$ cat config.mk
export PLATFORM = sky130hd
export DESIGN_NAME = rv_alu_decode
export DESIGN_NICKNAME = d
export VERILOG_FILES = /design/src/rtl/rv_pkg.sv /design/src/rtl/rv_alu_dec_comb.sv /design/src/rtl/rv_alu_decode.sv
export SDC_FILE = /design/constraint.sdc
export NUM_CORES = 1
export LEC_CHECK = 0
export ABC_AREA = 0
export BUFFER_PORTS_ARGS = -buffer_cell sky130_fd_sc_hd__buf_2
export CORE_MARGIN = 1.5
export CORE_UTILIZATION = 45
export CTS_CLUSTER_SIZE = 8
export DETAILED_ROUTE_END_ITERATION = 8
export PLACE_DENSITY = 0.81
export SLEW_MARGIN = 25
export SYNTH_ARGS = -nofsm -noshare
export SYNTH_HDL_FRONTEND = slang
export SYNTH_SLANG_ARGS = --single-unit
$ cat constraint.sdc
create_clock -name iClk -period 1.9 [get_ports iClk]
set_input_delay 0.095 -clock iClk [delete_from_list [all_inputs] [get_ports iClk]]
set_output_delay 0.095 -clock iClk [all_outputs]
set_load 0.02 [all_outputs]
$ cat src/rtl/rv_pkg.sv
// Shared RV32I decode/ALU constants: ALU op codes, major opcodes and funct7 values.
package rv_pkg;

  localparam logic [3:0] ALU_ADD  = 4'd0;
  localparam logic [3:0] ALU_SUB  = 4'd1;
  localparam logic [3:0] ALU_XOR  = 4'd2;
  localparam logic [3:0] ALU_OR   = 4'd3;
  localparam logic [3:0] ALU_AND  = 4'd4;
  localparam logic [3:0] ALU_SLL  = 4'd5;
  localparam logic [3:0] ALU_SRL  = 4'd6;
  localparam logic [3:0] ALU_SRA  = 4'd7;
  localparam logic [3:0] ALU_SLT  = 4'd8;
  localparam logic [3:0] ALU_SLTU = 4'd9;

  localparam logic [6:0] OPC_OP    = 7'b0110011;
  localparam logic [6:0] OPC_OPIMM = 7'b0010011;
  localparam logic [6:0] OPC_LUI   = 7'b0110111;
  localparam logic [6:0] OPC_AUIPC = 7'b0010111;

  localparam logic [6:0] F7_BASE = 7'b0000000;
  localparam logic [6:0] F7_ALT  = 7'b0100000;

  function automatic logic [31:0] sext12(input logic [11:0] imm);
    return {{20{imm[11]}}, imm};
  endfunction

endpackage

$ cat src/rtl/rv_alu_dec_comb.sv
// Combinational RV32I decode of OP/OP-IMM/LUI/AUIPC into ALU op, operands, rd and write enable.
module rv_alu_dec_comb
  import rv_pkg::*;
(
  input  logic [31:0] instr_i,
  input  logic [31:0] pc_i,
  input  logic [31:0] rs1_i,
  input  logic [31:0] rs2_i,
  output logic [3:0]  op_o,
  output logic [31:0] a_o,
  output logic [31:0] b_o,
  output logic [4:0]  rd_o,
  output logic        we_o,
  output logic        illegal_o
);

  logic [6:0]  opcode;
  logic [2:0]  f3;
  logic [6:0]  f7;
  logic [31:0] shamt;
  logic [31:0] upper;
  logic        illegal;

  assign opcode = instr_i[6:0];
  assign f3     = instr_i[14:12];
  assign f7     = instr_i[31:25];
  assign shamt  = {27'b0, instr_i[24:20]};
  assign upper  = {instr_i[31:12], 12'b0};

  always_comb begin
    op_o    = ALU_ADD;
    a_o     = '0;
    b_o     = '0;
    illegal = 1'b0;
    case (opcode)
      OPC_OP: begin
        a_o = rs1_i;
        b_o = rs2_i;
        if (f7 == F7_BASE) begin
          case (f3)
            3'b000:  op_o = ALU_ADD;
            3'b001:  op_o = ALU_SLL;
            3'b010:  op_o = ALU_SLT;
            3'b011:  op_o = ALU_SLTU;
            3'b100:  op_o = ALU_XOR;
            3'b101:  op_o = ALU_SRL;
            3'b110:  op_o = ALU_OR;
            default: op_o = ALU_AND;
          endcase
        end else if (f7 == F7_ALT && f3 == 3'b000) begin
          op_o = ALU_SUB;
        end else if (f7 == F7_ALT && f3 == 3'b101) begin
          op_o = ALU_SRA;
        end else begin
          illegal = 1'b1;
        end
      end
      OPC_OPIMM: begin
        a_o = rs1_i;
        b_o = sext12(instr_i[31:20]);
        case (f3)
          3'b000: op_o = ALU_ADD;
          3'b010: op_o = ALU_SLT;
          3'b011: op_o = ALU_SLTU;
          3'b100: op_o = ALU_XOR;
          3'b110: op_o = ALU_OR;
          3'b111: op_o = ALU_AND;
          3'b001: begin
            b_o     = shamt;
            op_o    = ALU_SLL;
            illegal = (f7 != F7_BASE);
          end
          default: begin
            b_o = shamt;
            if (f7 == F7_BASE) begin
              op_o = ALU_SRL;
            end else if (f7 == F7_ALT) begin
              op_o = ALU_SRA;
            end else begin
              illegal = 1'b1;
            end
          end
        endcase
      end
      OPC_LUI: begin
        b_o = upper;
      end
      OPC_AUIPC: begin
        a_o = pc_i;
        b_o = upper;
      end
      default: illegal = 1'b1;
    endcase
    // Illegal words present a neutral ADD 0,0 downstream.
    if (illegal) begin
      op_o = ALU_ADD;
      a_o  = '0;
      b_o  = '0;
    end
  end

  assign rd_o      = instr_i[11:7];
  assign we_o      = !illegal && (instr_i[11:7] != 5'd0);
  assign illegal_o = illegal;

endmodule

$ cat src/rtl/rv_alu_decode.sv
// Decode stage toward the ALU: one registered output slot with valid/ready, flush and
// a saturating count of accepted illegal instructions.
module rv_alu_decode
  import rv_pkg::*;
#(
  parameter int unsigned CNT_W = 8
) (
  input  logic             iClk,
  input  logic             iRst,
  input  logic [31:0]      iInstr,
  input  logic [31:0]      iPC,
  input  logic [31:0]      iRs1Val,
  input  logic [31:0]      iRs2Val,
  input  logic             iInstrValid,
  output logic             oInstrReady,
  input  logic             iFlush,
  output logic             oValid,
  input  logic             iReady,
  output logic [3:0]       oOP,
  output logic [31:0]      oA,
  output logic [31:0]      oB,
  output logic [4:0]       oRd,
  output logic             oWe,
  output logic             oIllegal,
  output logic [CNT_W-1:0] oIllegalCnt
);

  logic [3:0]  dec_op;
  logic [31:0] dec_a;
  logic [31:0] dec_b;
  logic [4:0]  dec_rd;
  logic        dec_we;
  logic        dec_illegal;

  rv_alu_dec_comb u_dec (
    .instr_i   (iInstr),
    .pc_i      (iPC),
    .rs1_i     (iRs1Val),
    .rs2_i     (iRs2Val),
    .op_o      (dec_op),
    .a_o       (dec_a),
    .b_o       (dec_b),
    .rd_o      (dec_rd),
    .we_o      (dec_we),
    .illegal_o (dec_illegal)
  );

  logic             valid_q, valid_d;
  logic [3:0]       op_q, op_d;
  logic [31:0]      a_q, a_d;
  logic [31:0]      b_q, b_d;
  logic [4:0]       rd_q, rd_d;
  logic             we_q, we_d;
  logic             illegal_q, illegal_d;
  logic [CNT_W-1:0] cnt_q, cnt_d;
  logic             accept;

  assign oInstrReady = !iFlush && (!valid_q || iReady);
  assign accept      = iInstrValid && oInstrReady;

  always_comb begin
    valid_d   = valid_q;
    op_d      = op_q;
    a_d       = a_q;
    b_d       = b_q;
    rd_d      = rd_q;
    we_d      = we_q;
    illegal_d = illegal_q;
    cnt_d     = cnt_q;
    if (iFlush) begin
      valid_d = 1'b0;
    end else if (accept) begin
      valid_d   = 1'b1;
      op_d      = dec_op;
      a_d       = dec_a;
      b_d       = dec_b;
      rd_d      = dec_rd;
      we_d      = dec_we;
      illegal_d = dec_illegal;
      if (dec_illegal && (cnt_q != {CNT_W{1'b1}})) begin
        cnt_d = cnt_q + {{(CNT_W-1){1'b0}}, 1'b1};
      end
    end else if (iReady) begin
      valid_d = 1'b0;
    end
  end

  always_ff @(posedge iClk) begin
    if (iRst) begin
      valid_q   <= 1'b0;
      op_q      <= '0;
      a_q       <= '0;
      b_q       <= '0;
      rd_q      <= '0;
      we_q      <= 1'b0;
      illegal_q <= 1'b0;
      cnt_q     <= '0;
    end else begin
      valid_q   <= valid_d;
      op_q      <= op_d;
      a_q       <= a_d;
      b_q       <= b_d;
      rd_q      <= rd_d;
      we_q      <= we_d;
      illegal_q <= illegal_d;
      cnt_q     <= cnt_d;
    end
  end

  assign oValid      = valid_q;
  assign oOP         = op_q;
  assign oA          = a_q;
  assign oB          = b_q;
  assign oRd         = rd_q;
  assign oWe         = we_q;
  assign oIllegal    = illegal_q;
  assign oIllegalCnt = cnt_q;

endmodule

==> results of run 1 <==
[worst reg2reg max path: cells and delay by family (launching register included)]
kind | cells | cell delay, ns
adder cells (fa/ha/maj) | 1 | 0.22
flip-flops | 1 | 0.40
AND/OR/NAND/NOR | 3 | 0.75
multiplexers | 1 | 0.30
[worst paths after layout]
kind,startpoint,end,slack [ns]
setup / recovery,oIllegalCnt[0]$_SDFFE_PP0P_,oIllegalCnt[0]$_SDFFE_PP0P_,0.13
hold / removal,iInstr[15],oB[15]$_SDFFE_PP0P_,0.01
setup reg to reg,oIllegalCnt[0]$_SDFFE_PP0P_,oIllegalCnt[0]$_SDFFE_PP0P_,0.13
hold reg to reg,oB[15]$_SDFFE_PP0P_,oB[15]$_SDFFE_PP0P_,0.45
[registers in the layout, indices dropped and copies added, names as in the netlist]
signal,flops
oB,32
oWe,1
oOP,4
oIllegal,1
oIllegalCnt,8
oValid,1
oA,32
oRd,5
[final cells by class]
cell class / instances / area, um^2 / share of cell area, %
multi-input combinational: 351 / 2120 / 38.7
sequential: 84 / 1680 / 30.7
timing repair buffer: 244 / 1320 / 24.0
clock buffer: 10 / 138 / 2.51
tap: 108 / 135 / 2.46
clock inverter: 6 / 71.3 / 1.30
inverter: 5 / 18.8 / 0.342
[power breakdown]
part           leakage, nW  internal (mW)  switching [mW]  total [mW]
logic                 1.74          0.246           0.284       0.530
registers            0.678           1.77         0.00841        1.78
clock network       0.0991          0.652           0.670        1.32
total                 2.52           2.67           0.962        3.63
[layout by cell type (no fill, tap or decap), types with 2 or more instances in the layout]
| cell type | Yosys | routed |
|---|---|---|
| o22ai_1 | 19 | 19 |
| o21ai_1 | 20 | 20 |
| or4_1 | 3 | 3 |
| o21ai_0 | 14 | 14 |
| buf_2 | 5 | 217 |
| and3_1 | 4 | 4 |
| clkinvlp_4 | 0 | 2 |
| nand3_1 | 20 | 19 |
| buf_4 | 2 | 20 |
| nand4_1 | 3 | 3 |
| a22o_1 | 32 | 32 |
| nor3_1 | 5 | 5 |
| clkbuf_8 | 0 | 10 |
| and2_1 | 20 | 20 |
| o31ai_1 | 2 | 2 |
| nor2_1 | 43 | 42 |
| or3_1 | 4 | 4 |
| a2111oi_4 | 2 | 2 |
| a22oi_1 | 33 | 33 |
| inv_1 | 4 | 4 |
| dlygate4sd3_1 | 0 | 6 |
| dfxtp_1 | 84 | 84 |
| nand2_1 | 66 | 66 |
| a21oi_1 | 28 | 28 |
| nor2b_1 | 4 | 4 |
| clkinv_4 | 0 | 2 |
| nand2b_1 | 4 | 4 |
| mux2_2 | 5 | 5 |
[logic make-up (layout without fill, tap and decap cells)]
kind of cell / Yosys count / after routing / share of synthesized area (%)
buf+inv: 46 / 265 / 5.21
mux: 7 / 7 / 1.94
compound gates: 160 / 160 / 28.5
simple gates: 183 / 183 / 22.1
flops: 84 / 84 / 42.0
fa+ha+maj: 1 / 1 / 0.312
[per-layer routing]
layer  up-vias  routed length [um]  share of wire [%]  GRT usage [%]
met5         -                   0                  0              0
met2       216                6080                 50           45.0
met4         0                 364                3.0           10.1
li1       2161                   -                  -              -
met3        28                 890                7.3           5.97
met1      1998                4830                 40           30.5
[per-stage QoR]
step	instances	hold slack [ns]	power, mW	cell area (um^2)
floorplan	481	0.174	2.10	4010
global placement	786	0.292	2.33	5220
detailed placement	786	0.311	2.34	5220
CTS	808	0.00875	3.65	5490
global route	808	0.0104	3.79	5490
finish	808	0.0150	3.63	5490
==> key figures, run 1 <==
Timing
  • Period minus WS final: about 1.8 ns
  • Final Setup Violations: 0
  • Max Freq: roughly 570 MHz
  • Worst-Margin Slew: approximately 0.35 ns
  • Final count of hold timing violations: 0
  • Relative slew slack: between 70 and 80%
  • Worst-case clock skew: between 0.008 and 0.009 ns
  • Period utilization: between 90% and 100%
  • Setup ws final: between 0.1 and 0.15 ns
  • Max Slew Vio Count: 0
  • Setup TNS: 0 ns
  • RSZ-0062 raised after global routing: no

CTS
  • # clock sinks: 84
  • Hold Buf Count CTS: 6
  • PostCTS Resize Cnt: 0
  • Clock root cell: clkbuf_8
  • Clk Latency, worst-skew pair: around 0.35 ns
  • Post-CTS Setup Bufs: 0
  • Clk buf depth: 2
  • Total CTS buffers: 9
  • CTS tree: done
  • H-Tree Level Count: 3
  • Clk slew on worst S/H paths: approximately 0.09 ns

Finish
  • ANT cells: 0
  • Filler cells: 780
  • Nets: a little over 800
  • Layout cells sized above 1: between 30 and 40%
  • Post-layout util: between 60% and 70%
  • Area growth syn-to-layout: 36.9%

Logic synthesis
  • Number of synthesized register bits: 84
  • Post-synth EDFFs: 0
  • Mean Syn Cell Area: between 8 and 9 um^2
  • Post-synthesis sequential area ratio: a little over two fifths
  • Mapped Cells: 481
  • Main synth FF type: dfxtp_1
  • Top cells by area, synth: dfxtp_1, a22o_1, a22oi_1, nand2_1, nor2_1
  • Syn nets: roughly 620
  • Library cells used by synthesis: 48
  • Most common cell in the netlist: dfxtp_1
  • Synth top area share: 42.0%
  • Most frequent cells after synthesis: dfxtp_1, nand2_1, nor2_1
  • Post-Syn Area: about 0.004 mm^2
  • YS warnings: 0
  • Fraction of registers with async set or reset after synthesis: 0%
  • Cell taking the most area after synthesis: dfxtp_1

Min path
  • Hold depth: 3
  • Hold/Removal Path Class: input port to flip-flop

Routing
  • Vias: 4,403
  • DRC viols: 0
  • Post-route ant nets: 0
  • Initial DRC count: 202
  • Drt pass-1 iters: 4
  • Avg WL per Cell: 15.1 um
  • DRT Wirelength: approximately 12,000 um
  • Vias/cell: around 5.4

Placed design
  • Final GP Congestion: about 0.9
  • IO Port Bufs: approximately 220
  • Placement Setup Slack: 0.0208 ns
  • HPWL after DPL: about 9200 um

Floorplan
  • Die ar.: roughly 0.0095 mm^2
  • Die W: around 100 um
  • Row count: 34
  • Core area: roughly 0.0087 mm^2
  • # IOs: ~220
  • Initial Util: a little under half
  • Die H: slightly below 100 um

Critical path
  • CP delay by family, top: simple AND/OR/NAND/NOR gates
  • CP Data Arrival Time: between 2 and 2.5 ns
  • Crit Path Max Fanout: 5
  • R2R cell count: 5
  • Setup crit end kind: flip-flop
  • Critical Path Source Type: flip-flop
  • Critical path's slowest cell: or3_1
  • CP Class: flip-flop to flip-flop
  • Critical Path, Cell by Cell: ha_1, nand2_1, or3_1, and3_1, mux2_1
  • Data required time of the worst path: ~2.1 ns
  • WP buf/inv: 0
  • Levels on crit path: 5
  • Max incr delay on CP: between 0.4 and 0.5 ns

GRT
  • Total track usage: 25.8%
  • Initial antenna violation count: 0
  • GRT overflow: 0
  • First-pass GRT wire length: approximately 20,000 um
  • Vias in the first global route: about 4,300
  • Pin count of the biggest net entering global routing: 39

Run status
  • Status: completed

Run
  • Max cap viols: 0

Power and ir drop
  • P_leak: approximately 2.5 nW
  • Cell Pwr Density: 662 mW/mm^2
  • Peak VDD IR: 0.396 mV
Power figures use the tool's default switching activity.
==> run 2: changes to the inputs <==
SETUP_SLACK_MARGIN = 0.5   (was default)
SKIP_CTS_REPAIR_TIMING = 1   (was default)
==> key figures, run 2 (same netlist as run 1, synthesis figures left out) <==
Run status
  • Status: finished, violations left
  • Failing checks: negative hold slack

Critical path
  • Max incr delay on CP: 0.43 ns (about the same)
  • Reg2Reg Setup Slack: 0.31 ns (+0.17 ns)
  • Critical path's slowest cell: or3_4
  • R2R cell count: 5 (unchanged)
  • CP Class: flip-flop to flip-flop
  • Critical R2R Launch: oIllegalCnt[1]$_SDFFE_PP0P_
  • WP buf/inv: 0 (unchanged)
  • CP Data Arrival Time: 1.83 ns (-0.18 ns)
  • CP delay by family, top: simple AND/OR/NAND/NOR gates
  • Crit Path Max Fanout: 4 (-1)
  • Critical Path Source Type: flip-flop
  • Worst flop-to-flop path endpoint: oIllegalCnt[0]$_SDFFE_PP0P_
  • Setup crit end kind: flip-flop
  • Data required time of the worst path: 2.13 ns (about the same)
  • Critical Path, Cell by Cell: ha_4, nand2_2, or3_4, and3_4, mux2_4

Routing
  • DRT Wirelength: 14,600 um (+20%)
  • Drt pass-1 iters: 5 (+1)
  • Vias: 4,784 (+8.7%)
  • Avg WL per Cell: 17.8 um (+18%)
  • Vias/cell: 5.81 (+6.7%)
  • DRC viols: 0 (unchanged)
  • Post-route ant nets: 0 (unchanged)
  • Initial DRC count: 229 (+13%)

Timing
  • Worst-case clock skew: 0.0101 ns (+0.00127 ns)
  • Max Slew Vio Count: 0 (unchanged)
  • Period minus WS final: 1.59 ns (-0.173 ns)
  • Worst-Margin Slew: 0.717 ns (+0.364 ns)
  • Final count of hold timing violations: 3 (+3)
  • Relative slew slack: 52.2% (-24 points)
  • Period utilization: 83.9% (-9.1 points)
  • WHS: -0.0118 ns (-0.0268 ns)
  • Setup TNS: 0 ns (unchanged)
  • Max Freq: 627 MHz (+11%)
  • Setup ws final: 0.305 ns (+0.173 ns)
  • RSZ-0062 raised after global routing: yes
  • Final Setup Violations: 0 (unchanged)

CTS
  • H-Tree Level Count: 3 (unchanged)
  • Clk slew on worst S/H paths: 0.09 ns (about the same)
  • Total CTS buffers: 9 (unchanged)
  • CTS tree: done
  • # clock sinks: 84 (unchanged)
  • Clk buf depth: 2 (unchanged)
  • Clock root cell: clkbuf_8
  • Clk Latency, worst-skew pair: 0.35 ns (about the same)

Placed design
  • Final GP Congestion: 0.934 (+3.6%)
  • HPWL after DPL: 9330 um (+1.5%)
  • Placed Cells incl. Taps: 781 (-0.64%)
  • IO Port Bufs: 217 (unchanged)
  • Placement Setup Slack: -0.0738 ns (-0.0946 ns)
  • Placed Instance Area: 0.00526 mm^2 (+0.84%)

Power and ir drop
  • Peak VDD IR: 0.355 mV (-10%)
  • P_leak: 2.67 nW (+6.0%)
  • Cell Pwr Density: 611 mW/mm^2 (-7.7%)
  • Power after layout: 3.83 mW (+5.3%)

Min path
  • Min-delay src: iInstr[10]
  • WHS Endpoint: oRd[3]$_SDFFE_PP0P_
  • Hold depth: 3 (unchanged)
  • Hold/Removal Path Class: input port to flip-flop

Floorplan
  • # IOs: 218 (unchanged)
  • Initial Util: 46.2% (unchanged)
  • Core area: 0.00868 mm^2 (unchanged)
  • Die ar.: 0.00948 mm^2 (unchanged)
  • Row count: 34 (unchanged)
  • Die W: 97.4 um (unchanged)
  • Die H: 97.4 um (unchanged)

Finish
  • Layout cells sized above 1: 53.1% (+15 points)
  • ANT cells: 0 (unchanged)
  • Commonest non-fill, non-tap cell in the layout: buf_2
  • Nets: 844 (+1.8%)
  • Most frequent cells in the layout: buf_2, dfxtp_1, nand2_1
  • Final non-filler cell area: 0.00626 mm^2 (+14%)
  • Fin cells: 823 (+1.9%)
  • Post-layout util: 72.1% (+8.9 points)
  • Area growth syn-to-layout: 56.2%

Run
  • Max cap viols: 0 (unchanged)

GRT
  • Vias in the first global route: 4,412 (+2.8%)
  • First-pass GRT wire length: 20,300 um (+1.3%)
  • Pin count of the biggest net entering global routing: 53 (+36%)
  • Total track usage: 25.8% (+0.038 points)
  • GRT overflow: 0 (unchanged)
  • Initial antenna violation count: 0 (unchanged)
run 2: worst register-to-register path: cells and delay by family, from the launching register on:
| kind | cells | cell delay (ns) |
|---|---|---|
| fa+ha+maj | 1 | 0.15 |
| flops | 1 | 0.38 |
| mux | 1 | 0.29 |
| simple gates | 3 | 0.67 |
run 2: power breakdown:
group | total [mW] | internal, mW | switching, mW
Sequential | 1.78 | 1.77 | 0.00955
Combinational | 0.612 | 0.266 | 0.345
Clock | 1.43 | 0.750 | 0.685
run 2: final cells by class:
| cell class | instances | area, um^2 |
|---|---|---|
| Fill cell | 657 | 2420 |
| Clock inverter | 7 | 98.8 |
| Clock buffer | 9 | 124 |
| Multi-Input combinational cell | 355 | 2660 |
| Sequential cell | 84 | 1700 |
| Timing Repair Buffer | 255 | 1530 |
| Tap cell | 108 | 135 |
| Inverter | 5 | 18.8 |
run 2: layer usage:
layer  part of all wire (%)  wire, um  track usage, %
met1                     37      5470            29.6
met2                     53      7780            47.3
met3                    6.0       874            4.03
met4                    3.4       502            10.8
met5                      0         0               0
run 2: worst max path at each step:
stage | startpoint | slack [ns] | cells after the start | endpoint
finish | oIllegalCnt[1]$_SDFFE_PP0P_ | 0.31 | 5 | oIllegalCnt[0]$_SDFFE_PP0P_
global route | iInstr[25] | 0.27 | 8 | oIllegalCnt[2]$_SDFFE_PP0P_
CTS | iInstr[28] | 0.29 | 6 | oB[16]$_SDFFE_PP0P_
detailed placement | iInstr[28] | -0.07 | 6 | oB[16]$_SDFFE_PP0P_
global placement | iInstr[28] | 0.04 | 6 | oB[20]$_SDFFE_PP0P_
floorplan | iInstr[28] | 0.28 | 6 | oB[22]$_SDFFE_PP0P_
==> run 3: changes to the inputs <==
ABC_AREA = 1   (was 0)
CORE_UTILIZATION = 41   (was 45)
PLACE_DENSITY = 0.76   (was 0.81)
clock period = 1.4 ns   (was 1.9 ns; I/O delays follow)
==> key figures, run 3 <==
Run status
  • Status: completed

CTS
  • Clk buf depth: 2 (unchanged)
  • Clk Latency, worst-skew pair: 0.35 ns (about the same)
  • # clock sinks: 84 (unchanged)
  • H-Tree Level Count: 3 (unchanged)
  • CTS tree: done
  • Total CTS buffers: 9 (unchanged)
  • Clk slew on worst S/H paths: 0.10 ns (about the same)
  • Clock root cell: clkbuf_8

Logic synthesis
  • Main combinational cell family by area after synthesis: simple AND/OR/NAND/NOR gates
  • Post-synthesis sequential area ratio: 39.8% (-2.2 points)
  • Mux cell area share after synthesis: 0% (-1.9 points)
  • Main synth FF type: dfxtp_1
  • Library cells used by synthesis: 28 (-42%)
  • Post-Syn Area: 0.00423 mm^2 (+5.5%)
  • Post-synth EDFFs: 0 (unchanged)
  • YS warnings: 0 (unchanged)
  • Fraction of registers with async set or reset after synthesis: 0% (unchanged)
  • Number of synthesized register bits: 84 (unchanged)
  • Xor and xnor area share after synthesis: 1.24% (+1.2 points)
  • Mean Syn Cell Area: 6.62 um^2 (-21%)
  • Most frequent cells after synthesis: nand2_1, nand3_1, dfxtp_1
  • Synth top area share: 39.8% (-2.2 points)
  • Simple-gate area share of the yosys netlist: 38.8% (+17 points)
  • Syn nets: 773 (+26%)
  • Cell taking the most area after synthesis: dfxtp_1
  • Compound-gate portion of the synthesized area: 13.7% (-15 points)
  • Most common cell in the netlist: nand2_1
  • Top cells by area, synth: dfxtp_1, nand2_1, nand3_1, a21oi_1, clkbuf_1
  • Area share of fa/ha/maj cells after synthesis: 0.296% (-0.016 points)
  • Mapped Cells: 639 (+33%)

Timing
  • Final count of hold timing violations: 0 (-3)
  • Setup ws final: 0.0253 ns (-0.280 ns)
  • RSZ-0062 raised after global routing: yes
  • Relative slew slack: 77.0% (+25 points)
  • Worst-case clock skew: 0.0174 ns (+0.00733 ns)
  • Max Slew Vio Count: 0 (unchanged)
  • Period utilization: 98.2% (+14 points)
  • Setup TNS: 0 ns (unchanged)
  • Final Setup Violations: 0 (unchanged)
  • Max Freq: 727 MHz (+16%)
  • Worst-Margin Slew: 0.345 ns (-0.372 ns)
  • Period minus WS final: 1.37 ns (-0.220 ns)

Floorplan
  • Die ar.: 0.0109 mm^2 (+15%)
  • Die H: 105 um (+7.4%)
  • Row count: 36 (+5.9%)
  • # IOs: 218 (unchanged)
  • Core area: 0.00991 mm^2 (+14%)
  • Die W: 105 um (+7.4%)
  • Initial Util: 42.7% (-3.5 points)

Finish
  • Layout cells sized above 1: 49.8% (-3.3 points)
  • ANT cells: 0 (unchanged)
  • Nets: 1,040 (+23%)
  • Final non-filler cell area: 0.00718 mm^2 (+15%)
  • Commonest non-fill, non-tap cell in the layout: nand2_1
  • Most frequent cells in the layout: nand2_1, buf_2, nand3_1
  • Area growth syn-to-layout: 69.9%

Routing
  • DRC viols: 0 (unchanged)
  • Post-route ant nets: 0 (unchanged)
  • Avg WL per Cell: 14.5 um (-18%)
  • DRT Wirelength: 15,200 um (+3.8%)
  • Vias/cell: 5.10 (-12%)
  • Met2 routed WL: 7530 um (-3.2%)
  • DR top layer: met4
  • Initial DRC count: 320 (+40%)
  • DR WL met3: 976 um (+12%)
  • Vias: 5,328 (+11%)
  • DRT met1 WL: 6400 um (+17%)
  • Drt pass-1 iters: 5 (unchanged)

Power and ir drop
  • Peak VDD IR: 0.586 mV (+65%)
  • Power after layout: 4.82 mW (+26%)
  • P_leak: 3.27 nW (+23%)
  • Switching share of power: 26.8% (-0.33 points)
  • Int Power: 3.53 mW (+27%)
  • Combinational Power Share: 13.4% (-2.6 points)
  • Cell Pwr Density: 671 mW/mm^2 (+9.8%)
  • Sw power: 1.29 mW (+25%)
  • Clk pwr share: 36.7% (-0.8 points)
  • Sequential share of power: 49.9% (+3.4 points)

Critical path
  • Data required time of the worst path: 1.67 ns (-0.46 ns)
  • Max incr delay on CP: 0.37 ns (-0.06 ns)
  • WP buf/inv: 2 (+2)
  • Critical Path, Cell by Cell: a21oi_4, nand2_4, nor2_4, buf_6, clkbuf_16, nand2_1, a21oi_1
  • Critical path's slowest cell: dfxtp_4
  • CP Class: flip-flop to flip-flop
  • CP Data Arrival Time: 1.65 ns (-0.18 ns)
  • Crit Path Max Fanout: 13 (+9)
  • Critical Path Source Type: flip-flop
  • CP delay by family, top: flip-flops
  • Setup crit end kind: flip-flop

GRT
  • Pin count of the biggest net entering global routing: 44 (-17%)
  • First-pass GRT wire length: 21,900 um (+8.2%)
  • Initial antenna violation count: 0 (unchanged)
  • GRT overflow: 0 (unchanged)
  • Total track usage: 24.4% (-1.4 points)
  • Vias in the first global route: 4,612 (+4.5%)

Placed design
  • Placed Instance Area: 0.00592 mm^2 (+12%)
  • Final GP Congestion: 0.902 (-3.4%)
  • IO Port Bufs: 217 (unchanged)
  • HPWL after DPL: 10,100 um (+8.0%)
  • Placement Setup Slack: -0.123 ns (-0.0488 ns)

Min path
  • Hold/Removal Path Class: input port to flip-flop

Run
  • Max cap viols: 0 (unchanged)
## run 3: cell types whose count changed after synthesis, moves of 6 or more
cell / before / now
inv_1: 4 / 16
a21oi_1: 28 / 83
o22ai_1: 19 / 0
o21ai_0: 14 / 3
o21ai_1: 20 / 1
a22o_1: 32 / 11
nand2_1: 66 / 251
clkbuf_1: 27 / 33
and2_1: 20 / 0
nor2_1: 43 / 8
nand3_1: 20 / 95
a22oi_1: 33 / 0
## run 3: final cells by class
type                            instances  area, um^2
Clock buffer                            9         124
Clock inverter                          7        73.8
Fill cell                             804        2730
Inverter                               19        98.8
Multi-Input combinational cell        492        2530
Sequential cell                        84        1790
Tap cell                              133         166
Timing Repair Buffer                  300        2400
## run 3: per-stage QoR
step | std cells | util, % | hold WS (ns)
finish | 1044 | 72.5 | 0.0244
global placement | 995 | 59.7 | 0.282
detailed placement | 995 | 59.7 | 0.291
global route | 1044 | 72.5 | 0.0274
CTS | 1011 | 61.7 | -0.104
floorplan | 639 | - | 0.139
## run 3: routing by layer
metal	vias up	track usage, %
met2	212	40.3
met1	2441	31.8
li1	2645	-
met5	-	0
met3	30	4.30
met4	0	8.63
## run 3: power by group through the flow
stage	Combinational [mW]	Clock, mW	Sequential (mW)
2_1_floorplan	0.221	0	2.48
3_3_place_gp	0.577	0	2.46
3_5_place_dp	0.581	0	2.46
4_1_cts	0.583	1.80	2.41
5_1_grt	0.699	1.90	2.41
6_report	0.645	1.77	2.41
## run 3: path summary, 6_finish.rpt
check	startpoint	cells after the start	slack, ns	to
max	oValid$_SDFFE_PP0P_	7	0.03	oA[12]$_SDFFE_PP0P_
min	iInstrValid	3	0.02	oValid$_SDFFE_PP0P_
min reg2reg	oB[11]$_SDFFE_PP0P_	2	0.47	oB[11]$_SDFFE_PP0P_
max reg2reg	oValid$_SDFFE_PP0P_	7	0.03	oA[12]$_SDFFE_PP0P_
## run 3: worst register-to-register path, stage by stage (launching register included)
cell and delay, ns:
dfxtp_4 0.37, a21oi_4 0.14, nand2_4 0.12, nor2_4 0.15, buf_6 0.15, clkbuf_16 0.17, nand2_1 0.06, a21oi_1 0.13
## run 3: cells by family (layout without fill, tap and decap cells)
kind of cell,after synthesis,in the layout
compound gates,104,104
flops,84,84
simple gates,381,381
xor+xnor,6,6
buf+inv,63,335
fa+ha+maj,1,1
